**src/rtl/rsnn_ctrl.sv**
```systemverilog
// Timestep and configuration controller for one recurrent spiking neuron.
// Parameters are double-buffered and swapped atomically at step boundaries.
module rsnn_ctrl #(
    parameter int STEP_CNT_W = 16
) (
    input  logic                  clk,
    input  logic                  reset,
    input  logic                  cfg_valid,
    output logic                  cfg_ready,
    input  logic [2:0]            cfg_addr,
    input  logic [7:0]            cfg_data,
    input  logic                  run,
    input  logic                  spike_in,
    output logic                  neuron_enable,
    output logic [7:0]            threshold,
    output logic [7:0]            decay,
    output logic [7:0]            refractory_period,
    output logic [7:0]            feedback_scale,
    output logic [7:0]            spike_count,
    output logic [STEP_CNT_W-1:0] step_count,
    output logic                  commit_pending
);

    typedef enum logic {
        IDLE,
        RUN
    } state_t;

    state_t state, state_nx;

    logic [7:0] sh_thr, sh_dec, sh_ref, sh_fb, sh_per;
    logic [7:0] step_period, per_eff, cnt;
    logic       cfg_fire, apply, start, strobe_nx, sample;

    assign cfg_ready = !commit_pending;
    assign cfg_fire  = cfg_valid && cfg_ready;

    always_comb begin
        state_nx  = state;
        start     = 1'b0;
        apply     = 1'b0;
        strobe_nx = 1'b0;
        unique case (state)
            IDLE: begin
                apply = commit_pending;
                if (run) begin
                    state_nx = RUN;
                    start    = 1'b1;
                end
            end
            RUN: begin
                apply = commit_pending && neuron_enable;
                if (!run) state_nx = IDLE;
            end
        endcase
        // The timestep after a boundary commit already runs on the new period.
        per_eff = apply ? sh_per : step_period;
        if (state == RUN && run && cnt == per_eff) strobe_nx = 1'b1;
    end

    always_ff @(posedge clk or posedge reset) begin
        if (reset) begin
            state         <= IDLE;
            neuron_enable <= 1'b0;
            cnt           <= '0;
            sample        <= 1'b0;
            step_count    <= '0;
            spike_count   <= '0;
        end else begin
            state         <= state_nx;
            neuron_enable <= strobe_nx;
            sample        <= neuron_enable;
            if (state_nx == RUN && !start && !strobe_nx)
                cnt <= cnt + 8'd1;
            else
                cnt <= '0;
            if (start)
                step_count <= '0;
            else if (strobe_nx)
                step_count <= step_count + STEP_CNT_W'(1);
            if (start)
                spike_count <= '0;
            else if (sample && spike_in && spike_count != 8'hff)
                spike_count <= spike_count + 8'd1;
        end
    end

    always_ff @(posedge clk or posedge reset) begin
        if (reset) begin
            commit_pending    <= 1'b0;
            sh_thr            <= 8'd64;
            sh_dec            <= 8'd1;
            sh_ref            <= 8'd2;
            sh_fb             <= 8'd0;
            sh_per            <= 8'd0;
            threshold         <= 8'd64;
            decay             <= 8'd1;
            refractory_period <= 8'd2;
            feedback_scale    <= 8'd0;
            step_period       <= 8'd0;
        end else begin
            if (apply) begin
                commit_pending    <= 1'b0;
                threshold         <= sh_thr;
                decay             <= sh_dec;
                refractory_period <= sh_ref;
                feedback_scale    <= sh_fb;
                step_period       <= sh_per;
            end
            if (cfg_fire) begin
                unique case (cfg_addr)
                    3'd0: sh_thr <= cfg_data;
                    3'd1: sh_dec <= cfg_data;
                    3'd2: sh_ref <= cfg_data;
                    3'd3: sh_fb  <= cfg_data;
                    3'd4: sh_per <= cfg_data;
                    3'd5: commit_pending <= 1'b1;
                    default: ;
                endcase
            end
        end
    end

endmodule

```
**config.mk**
```make
export PLATFORM = sky130hd
export DESIGN_NAME = rsnn_ctrl
export DESIGN_NICKNAME = d
export VERILOG_FILES = /design/src/rtl/rsnn_ctrl.sv
export SDC_FILE = /design/constraint.sdc
export NUM_CORES = 1
export LEC_CHECK = 0
export CORE_ASPECT_RATIO = 0.8
export CORE_MARGIN = 2
export CORE_UTILIZATION = 55
export CTS_BUF_LIST = sky130_fd_sc_hd__clkbuf_2 sky130_fd_sc_hd__clkbuf_4 sky130_fd_sc_hd__clkbuf_8
export DETAILED_ROUTE_END_ITERATION = 10
export HOLD_SLACK_MARGIN = 0.06
export PLACE_DENSITY_LB_ADDON = 0.3
export REMOVE_ABC_BUFFERS = 1
export SLEW_MARGIN = 0
export SYNTH_ARGS = -nofsm -noshare
export SYNTH_HDL_FRONTEND = slang
export SYNTH_SLANG_ARGS = --single-unit
```
**constraint.sdc**
```tcl
create_clock -name clk -period 7.5 [get_ports clk]
set_input_delay 2.25 -clock clk [delete_from_list [all_inputs] [get_ports clk]]
set_output_delay 2.25 -clock clk [all_outputs]
set_load 0.05 [all_outputs]
```
== Word-level counts from Yosys, hierarchy flattened ==
Index checks and enable logic that the tools add are counted.

* $add $sub $neg: 3
* Bitwise operators: 1
* Equality and inequality tests: 7
* Reductions and logical operators: 19
* Multiplexer cells: 13

{| class="wikitable"
|+ Operators with widths
! operator !! number
|-
| 2-to-1 mux 16 bit || 2
|-
| 2-to-1 mux 8 bit || 4
|-
| adder 16 x 1 -> 16 bit, second input constant || 1
|-
| adder 8 x 1 -> 8 bit, second input constant || 2
|-
| AND reduction 2 bit || 5
|-
| equality test 8 bit || 1
|-
| logical AND 1 bit || 8
|-
| inequality test 8 bit, second input constant || 1
|-
| equality test 3 x 2 -> 1 bit, second input constant || 2
|-
| equality test 3 bit, second input constant || 2
|-
| 2-to-1 mux 1 bit || 6
|-
| nonzero test 2 bit || 2
|-
| equality test 3 x 1 -> 1 bit, second input constant || 1
|-
| logical NOT 1 bit || 3
|-
| logical NOT 3 bit || 1
|-
| case mux 1 bit (2 select lines) || 1
|-
| NOT 1 bit || 1
|}

* Word-level logic and storage cells: 60
* Register bits after elaboration: 116
* Input bits: 16

== Depth between registers and ports, before layout ==
Gate-level depths: netlist of the first run.

* Depth after elaboration: 9
* Gate-level depth with buffers: 10
* Depth with buffers taken out: 7

== Least setup slack after synthesis of the first run ==
Ideal clock, no wire load.

* Kind: input-to-reg
* Start point: input port cfg_addr[2]
* End point: register sh_ref[0]
* Data arrival time: 3.406 ns
* Setup slack: 3.969 ns
* Required time: 7.375 ns
* Cell stages on the path: 4
* Cell sequence: nor3b_1 -> nand2_1 -> nor2_1 -> mux2_2

* Cells in the longest elaborated chain, start to end: 2

{| class="wikitable"
|+ Ends and longest elaborated chain
! element !! RTL line !! text
|-
| from (decl) || 10 || <nowiki>input logic [2:0] cfg_addr,</nowiki>
|-
| equality test 3 x 2 -> 1 bit || 111 || <nowiki>unique case (cfg_addr)</nowiki>
|-
| AND reduction 2 bit (no line) || - ||
|-
| to (signal assigned) || 114 || <nowiki>3'd2: sh_ref <= cfg_data;</nowiki>
|-
| to (decl) || 31 || <nowiki>logic [7:0] sh_thr, sh_dec, sh_ref, sh_fb, sh_per;</nowiki>
|}

No other way between the ends.
A chain may end at the register's enable or synchronous reset.

== Final worst setup path of the first run ==
* Start point: register commit_pending
* End point: output port cfg_ready

* Cells in the longest elaborated chain, start to end: 1

{| class="wikitable"
|+ Ends and longest elaborated chain
! element !! RTL line !! text
|-
| from (decl) || 21 || <nowiki>output logic commit_pending</nowiki>
|-
| from (signal assigned) || 90 || <nowiki>commit_pending <= 1'b0;</nowiki>
|-
| from (signal assigned) || 103 || <nowiki>commit_pending <= 1'b0;</nowiki>
|-
| from (signal assigned) || 117 || <nowiki>3'd5: commit_pending <= 1'b1;</nowiki>
|-
| logical NOT 1 bit || 35 || <nowiki>assign cfg_ready = !commit_pending;</nowiki>
|-
| to (decl) || 9 || <nowiki>output logic cfg_ready,</nowiki>
|}

No other way between the ends.

==> results.sh, run 1 <==
export IMPL_hold_depth=0
export IMPL_layout_drive_gt1_share_pct=16.4
export IMPL_max_slew_margin_pct=36.1
export IMPL_finalMaxSlewViolations=0
export IMPL_status="complete, no violations"
export IMPL_postCtsSetupBuffers=0
export IMPL_fmax_mhz=239
export IMPL_synth_top_area_cell="dfrtp_1"
export IMPL_vias=3761
export IMPL_synth_simple_area_share_pct=17.6
export IMPL_leakagePower_nw=2.83
export IMPL_cts_root_buf="clkbuf_8"
export IMPL_ctsHoldBuffers=0
export IMPL_antenna_found_initial=0
export IMPL_setup_ws_ps=3310
export IMPL_detail_route_antenna_nets=0
export IMPL_setup_viol=0
export IMPL_arrival_ps=1940
export IMPL_die_h_um=89.7
export IMPL_power_density_nw_per_um2=346
export IMPL_numCtsBuffers=17
export IMPL_gp_congestion=0.875
export IMPL_crit_type="register to output pin"
export IMPL_hp_class="register to register"
export IMPL_cts_buffer_depth=2
export IMPL_worst_ep_required_time_ps=5250
export IMPL_endpoint_kind="output pin"
export IMPL_dieArea_um2=9970
export IMPL_syn_area_um2=5050
export IMPL_port_buffers=74
export IMPL_postSynthCellCount=464
export IMPL_cts_tree="yes"
export IMPL_drt_met1_wl_mm=4.97
export IMPL_crit_chain="inv_1 -> clkdlybuf4s50_1"
export IMPL_synthXorXnorAreaFrac_pct=3.29
export IMPL_skew_ps=13.6
export IMPL_fin_crit_sh_pct=55.9
export IMPL_routed_top_layer="met4"
export IMPL_grt_pass1_wl_mm=18.9
export IMPL_htree_levels=4
export IMPL_core_area_um2=9000
export IMPL_yosysUniqueCellTypes=52
export IMPL_instances_no_fill=670
export IMPL_stdcell_area_um2=6270
export IMPL_die_x_um=111
export IMPL_num_antenna_cells=0
export IMPL_cap_viol_max_count=0
export IMPL_synthMuxAreaShare_pct=10.0
export IMPL_drtPass1Iterations=4
export IMPL_grt_max_degree=70
export IMPL_nFillCells=666
export IMPL_dpl_worst_slack_ps=2890
export IMPL_synth_ff_type="dfrtp_1"
export IMPL_clock_latency_ps=430
export IMPL_slowest_delay_ps=820
export IMPL_startpoint_type="register"
export IMPL_reg2regPathDepth=6
export IMPL_grtUsageTotal_pct=23.8
export IMPL_synth_area_leaders="dfrtp_1, mux2_2, nand2_1"
export IMPL_wl_met2_mm=5.37
export IMPL_cts_resized=0
export IMPL_yosys_warnings=0
export IMPL_synth_compound_area_share_pct=7.65
export IMPL_synth_top_family_by_area="simple AND/OR/NAND/NOR gates"
export IMPL_synthArstFlopShare_pct=100
export IMPL_clk_pin_slew_ps=70
export IMPL_syn_avg_cell_area_um2=10.9
export IMPL_drtIter0Drc=189
export IMPL_synth_fa_ha_area_share_pct=0.743
export IMPL_period_minus_slack_ps=4190
export IMPL_critPathMaxFanout=10
export IMPL_ys_seq_area_share_pct=57.6
export IMPL_setup_tns_ps=0
export IMPL_gr_total_overflow=0
export IMPL_initial_core_util_pct=56.1
export IMPL_row_count=31
export IMPL_drc=0
export IMPL_synth_edff_count=0
export IMPL_rsz0062_at_grt="no"
export IMPL_grt_pass1_vias=3876
export IMPL_hpwl_mm=7.31
export IMPL_worst_pin_slew_ps=958
export IMPL_met3WireLength_um=543
export IMPL_finalWirelength_mm=11.0
export IMPL_hold_viol=0
export IMPL_wl_per_cell_um=16.4
export IMPL_dp_cells=638
export IMPL_crit_slowest_cell="clkdlybuf4s50_1"
export IMPL_detail_route_vias_per_cell=5.61
export IMPL_area_delta_synth_final_pct=24.1
export IMPL_dpl_instance_area_um2=5860
export IMPL_ios=75
export IMPL_clock_sinks=116
export IMPL_nets=561
export IMPL_synth_seq_cells=116
export IMPL_ir_worst_vdd_uv=248
export IMPL_synth_top_cell_area_share_pct=54.5
per-layer routing:
metal / vias to the layer above / track usage [%]
met1: 1880 / 32.3
met4: 0 / 8.13
met3: 11 / 7.01
met5: - / 0
met2: 100 / 37.3
li1: 1770 / -
cells by family (layout without fill, tap and decap cells):
kind of cell / Yosys count / count (layout)
simple gates: 198 / 198
flops: 116 / 116
compound gates: 50 / 50
mux: 45 / 45
buf+inv: 33 / 124
xor+xnor: 19 / 19
fa+ha+maj: 3 / 3
synth_stat cells, types with 2 or more instances:
master      n
a221o_1     3
buf_2       3
nand4_1     5
nand2_1   117
o21ai_0     8
a21o_1      2
nor2_1     23
a222oi_1    2
a21oi_1     9
mux2_2     44
dfstp_2     6
buf_6       3
xor2_1     13
or3_1       2
and3_1      5
and4_1      4
ha_1        3
nand3_1    17
xnor2_1     6
a211o_1     2
nor4_1      3
a211oi_1    4
nand2b_1    2
inv_1      16
clkbuf_1    9
o31ai_1     7
or4_1       7
dfrtp_1   110
nor3_1      5
nand4b_1    2
stage by stage:
step / util, % / power (mW) / hold WS (ps)
2_1_floorplan: - / 1.34 / 432
3_5_place_dp: 65.1 / 1.58 / 438
3_3_place_gp: 65.1 / 1.56 / 434
4_1_cts: 69.7 / 2.18 / 450
5_1_grt: 69.7 / 2.27 / 470
6_report: 69.7 / 2.17 / 456
where the power goes:
part	switching, mW	internal, mW	total, mW
sequential	0.0956	0.782	0.877
clock	0.281	0.310	0.592
combinational	0.456	0.242	0.698
area by class of cell:
class | count | area [um^2] | share of cell area, %
flip-flops and latches | 116 | 2910 | 46.4
multi-input cells | 315 | 1990 | 31.7
repair buffers | 76 | 756 | 12.1
clock buffers | 18 | 241 | 3.85
clock inverters | 14 | 168 | 2.67
well taps | 115 | 144 | 2.30
inverters | 16 | 62.6 | 0.998
cells in the final DEF, fill, tap and decap left out, types with 3 or more instances in the layout:
master	instances
nand2_1	117
dfrtp_1	110
clkdlybuf4s50_1	74
mux2_2	44
nor2_1	23
nand3_1	17
clkbuf_8	17
inv_1	15
xor2_1	13
a21oi_1	9
o21ai_0	8
o31ai_1	7
or4_1	7
xnor2_1	6
inv_6	6
dfstp_2	6
nand4_1	5
nor3_1	5
and3_1	5
a211oi_1	4
and4_1	4
nor4_1	3
a221o_1	3
ha_1	3
critical path, delay by kind of cell (launching register included):
family   cells  cell delay, ps
buf+inv      2             990
flops        1             530
flip-flops by register name, indices dropped and copies added, names as in the netlist, 8 cells and up:
| register | count |
|---|---|
| cnt | 8 |
| decay | 8 |
| feedback_scale | 8 |
| refractory_period | 8 |
| sh_dec | 8 |
| sh_fb | 8 |
| sh_per | 8 |
| sh_ref | 8 |
| sh_thr | 8 |
| spike_count | 8 |
| step_count | 16 |
| step_period | 8 |
| threshold | 8 |
worst paths after layout:
kind                                start             end  slack [ps]
max                        commit_pending       cfg_ready        3310
min                         neuron_enable          sample         460
max reg2reg                 neuron_enable          cnt[3]        4400
min reg2reg                 neuron_enable          sample         460
max in group asynchronous           reset  step_period[3]        4000
min in group asynchronous           reset    threshold[4]        2250
No activity file was read; power rests on OpenSTA's default activity.
==> run 2: changes to the inputs <==
--- a/config.mk
+++ b/config.mk
@@ -7,7 +7,7 @@
 export LEC_CHECK = 0
 export CORE_ASPECT_RATIO = 0.8
 export CORE_MARGIN = 2
-export CORE_UTILIZATION = 55
+export CORE_UTILIZATION = 51
 export CTS_BUF_LIST = sky130_fd_sc_hd__clkbuf_2 sky130_fd_sc_hd__clkbuf_4 sky130_fd_sc_hd__clkbuf_8
 export DETAILED_ROUTE_END_ITERATION = 10
 export HOLD_SLACK_MARGIN = 0.06
==> constraint.sdc (replaced) <==
create_clock -name clk -period 3.5 [get_ports clk]
set_input_delay 1.05 -clock clk [delete_from_list [all_inputs] [get_ports clk]]
set_output_delay 1.05 -clock clk [all_outputs]
set_load 0.05 [all_outputs]
==> run 2 against run 1 <==
Critical path depth unchanged. Utilization shrank 4.1 points. Register-to-register slack got worse by 3500 ps. Clock power increased by 96%. Wire length shrank 1.0%. Sequential power up 110%. Clock skew down 6.1 ps. Sequential share of layout area decreased by 0.43 points. Critical endpoint unchanged. Largest cell class unchanged. Largest power group unchanged.
==> results.sh, run 2 (synthesized netlist as in run 1, its figures left out) <==
export IMPL_instances_no_fill=698
export IMPL_core_area_um2=9650
export IMPL_hpwl_mm=7.16
export IMPL_clk_pin_slew_ps=70
export IMPL_dp_cells=666
export IMPL_row_count=32
export IMPL_die_x_um=115
export IMPL_period_minus_slack_ps=2990
export IMPL_gp_congestion=0.842
export IMPL_finalWirelength_mm=10.9
export IMPL_fmax_mhz=334
export IMPL_startpoint_type="register"
export IMPL_nets=568
export IMPL_setup_ws_ps=507
export IMPL_numCtsBuffers=17
export IMPL_dieArea_um2=10700
export IMPL_cts_tree="yes"
export IMPL_die_h_um=93.0
export IMPL_setup_viol=0
export IMPL_rsz0062_at_grt="no"
export IMPL_crit_type="register to output pin"
export IMPL_crit_slowest_cell="clkdlybuf4s50_1"
export IMPL_top_register="step_count"
export IMPL_final_cell_mix="nand2_1, dfrtp_1, clkdlybuf4s50_1, mux2_2, nor2_1"
export IMPL_detail_route_vias_per_cell=5.45
export IMPL_fin_crit_sh_pct=85.5
export IMPL_slowest_delay_ps=840
export IMPL_hold_viol=0
export IMPL_postCtsSetupBuffers=0
export IMPL_gr_total_overflow=0
export IMPL_ios=75
export IMPL_clock_sinks=116
export IMPL_num_antenna_cells=0
export IMPL_ctsHoldBuffers=0
export IMPL_cts_buffer_depth=2
export IMPL_drc=0
export IMPL_cap_viol_max_count=0
export IMPL_worst_pin_slew_ps=632
export IMPL_nFillCells=740
export IMPL_layout_drive_gt1_share_pct=17.4
export IMPL_hp_class="register to register"
export IMPL_grt_pass1_wl_mm=18.5
export IMPL_initial_core_util_pct=52.3
export IMPL_endpoint_kind="output pin"
export IMPL_clock_latency_ps=430
export IMPL_crit_chain="inv_1 -> clkdlybuf4s50_1"
export IMPL_grtUsageTotal_pct=22.3
export IMPL_skew_ps=7.47
export IMPL_area_delta_synth_final_pct=25.3
export IMPL_wl_per_cell_um=15.6
export IMPL_layout_commonest_cell="nand2_1"
export IMPL_cts_root_buf="clkbuf_8"
export IMPL_critPathMaxFanout=10
export IMPL_cts_resized=0
export IMPL_grt_max_degree=70
export IMPL_finalMaxSlewViolations=0
export IMPL_power_density_nw_per_um2=715
export IMPL_setup_tns_ps=0
export IMPL_max_slew_margin_pct=57.9
export IMPL_largest_reg_flops=16
export IMPL_arrival_ps=1940
export IMPL_ir_worst_vdd_uv=619
export IMPL_detail_route_antenna_nets=0
export IMPL_grt_pass1_vias=3806
export IMPL_leakagePower_nw=2.84
export IMPL_drtIter0Drc=256
export IMPL_port_buffers=74
export IMPL_antenna_found_initial=0
export IMPL_worst_ep_required_time_ps=2450
export IMPL_drtPass1Iterations=5
export IMPL_status="complete, no violations"
export IMPL_vias=3804
export IMPL_htree_levels=4
export IMPL_dpl_worst_slack_ps=479
## run 2: changes by cell type in the layout (fill, tap and decap cells not counted), sizes merged
cell,change
inv,-5
clkinv,+2
clkinvlp,+4
buf,+7
bufinv,-1
## run 2: metrics by stage
step                util (%)  area [um^2]  power (mW)  hold slack (ps)
CTS                     65.6         6330        4.56              454
global placement        61.7         5950        3.35              442
finish                  65.6         6330        4.53              452
global route            65.6         6330        4.75              476
detailed placement      61.7         5950        3.38              442
floorplan                  -         4960        2.88              432
## run 2: worst max-delay path, delay by kind of cell, from the launching register on
kind                   cells  cell delay (ps)
flip-flops                 1              510
buffers and inverters      2             1000
## run 2: worst paths after layout
| path | startpoint | end | slack [ps] | depth (start not counted) |
|---|---|---|---|---|
| max | commit_pending | cfg_ready | 510 | 2 |
| min | sh_thr[6] | threshold[6] | 450 | 2 |
| max reg2reg | neuron_enable | step_count[3] | 880 | 7 |
| min reg2reg | sh_thr[6] | threshold[6] | 450 | 2 |
| max in group asynchronous | reset | sh_ref[1] | 1890 | 3 |
| min in group asynchronous | reset | sh_dec[7] | 930 | 2 |
## run 2: area by class of cell
| cell class | instances | area, um^2 | share of cell area [%] |
|---|---|---|---|
| Clock buffer | 18 | 248 | 3.92 |
| Clock inverter | 14 | 129 | 2.04 |
| Inverter | 16 | 62.6 | 0.989 |
| Multi-Input combinational cell | 315 | 1990 | 31.4 |
| Sequential cell | 116 | 2910 | 46.0 |
| Tap cell | 136 | 170 | 2.69 |
| Timing Repair Buffer | 83 | 821 | 13.0 |
## run 2: layer usage
metal / GRT usage, % / share of wire (%) / up-vias
li1: - / - / 1772
met3: 7.65 / 5.3 / 22
met5: 0 / 0 / -
met1: 30.4 / 46 / 1899
met4: 8.33 / 1.9 / 0
met2: 33.4 / 47 / 111
## run 2: power by group
part / total [mW] / switching [mW] / leakage (nW) / internal (mW)
Sequential: 1.87 / 0.194 / 1.48 / 1.68
Combinational: 1.50 / 0.970 / 1.19 / 0.527
Clock: 1.16 / 0.576 / 0.174 / 0.583
Total: 4.53 / 1.74 / 2.84 / 2.79
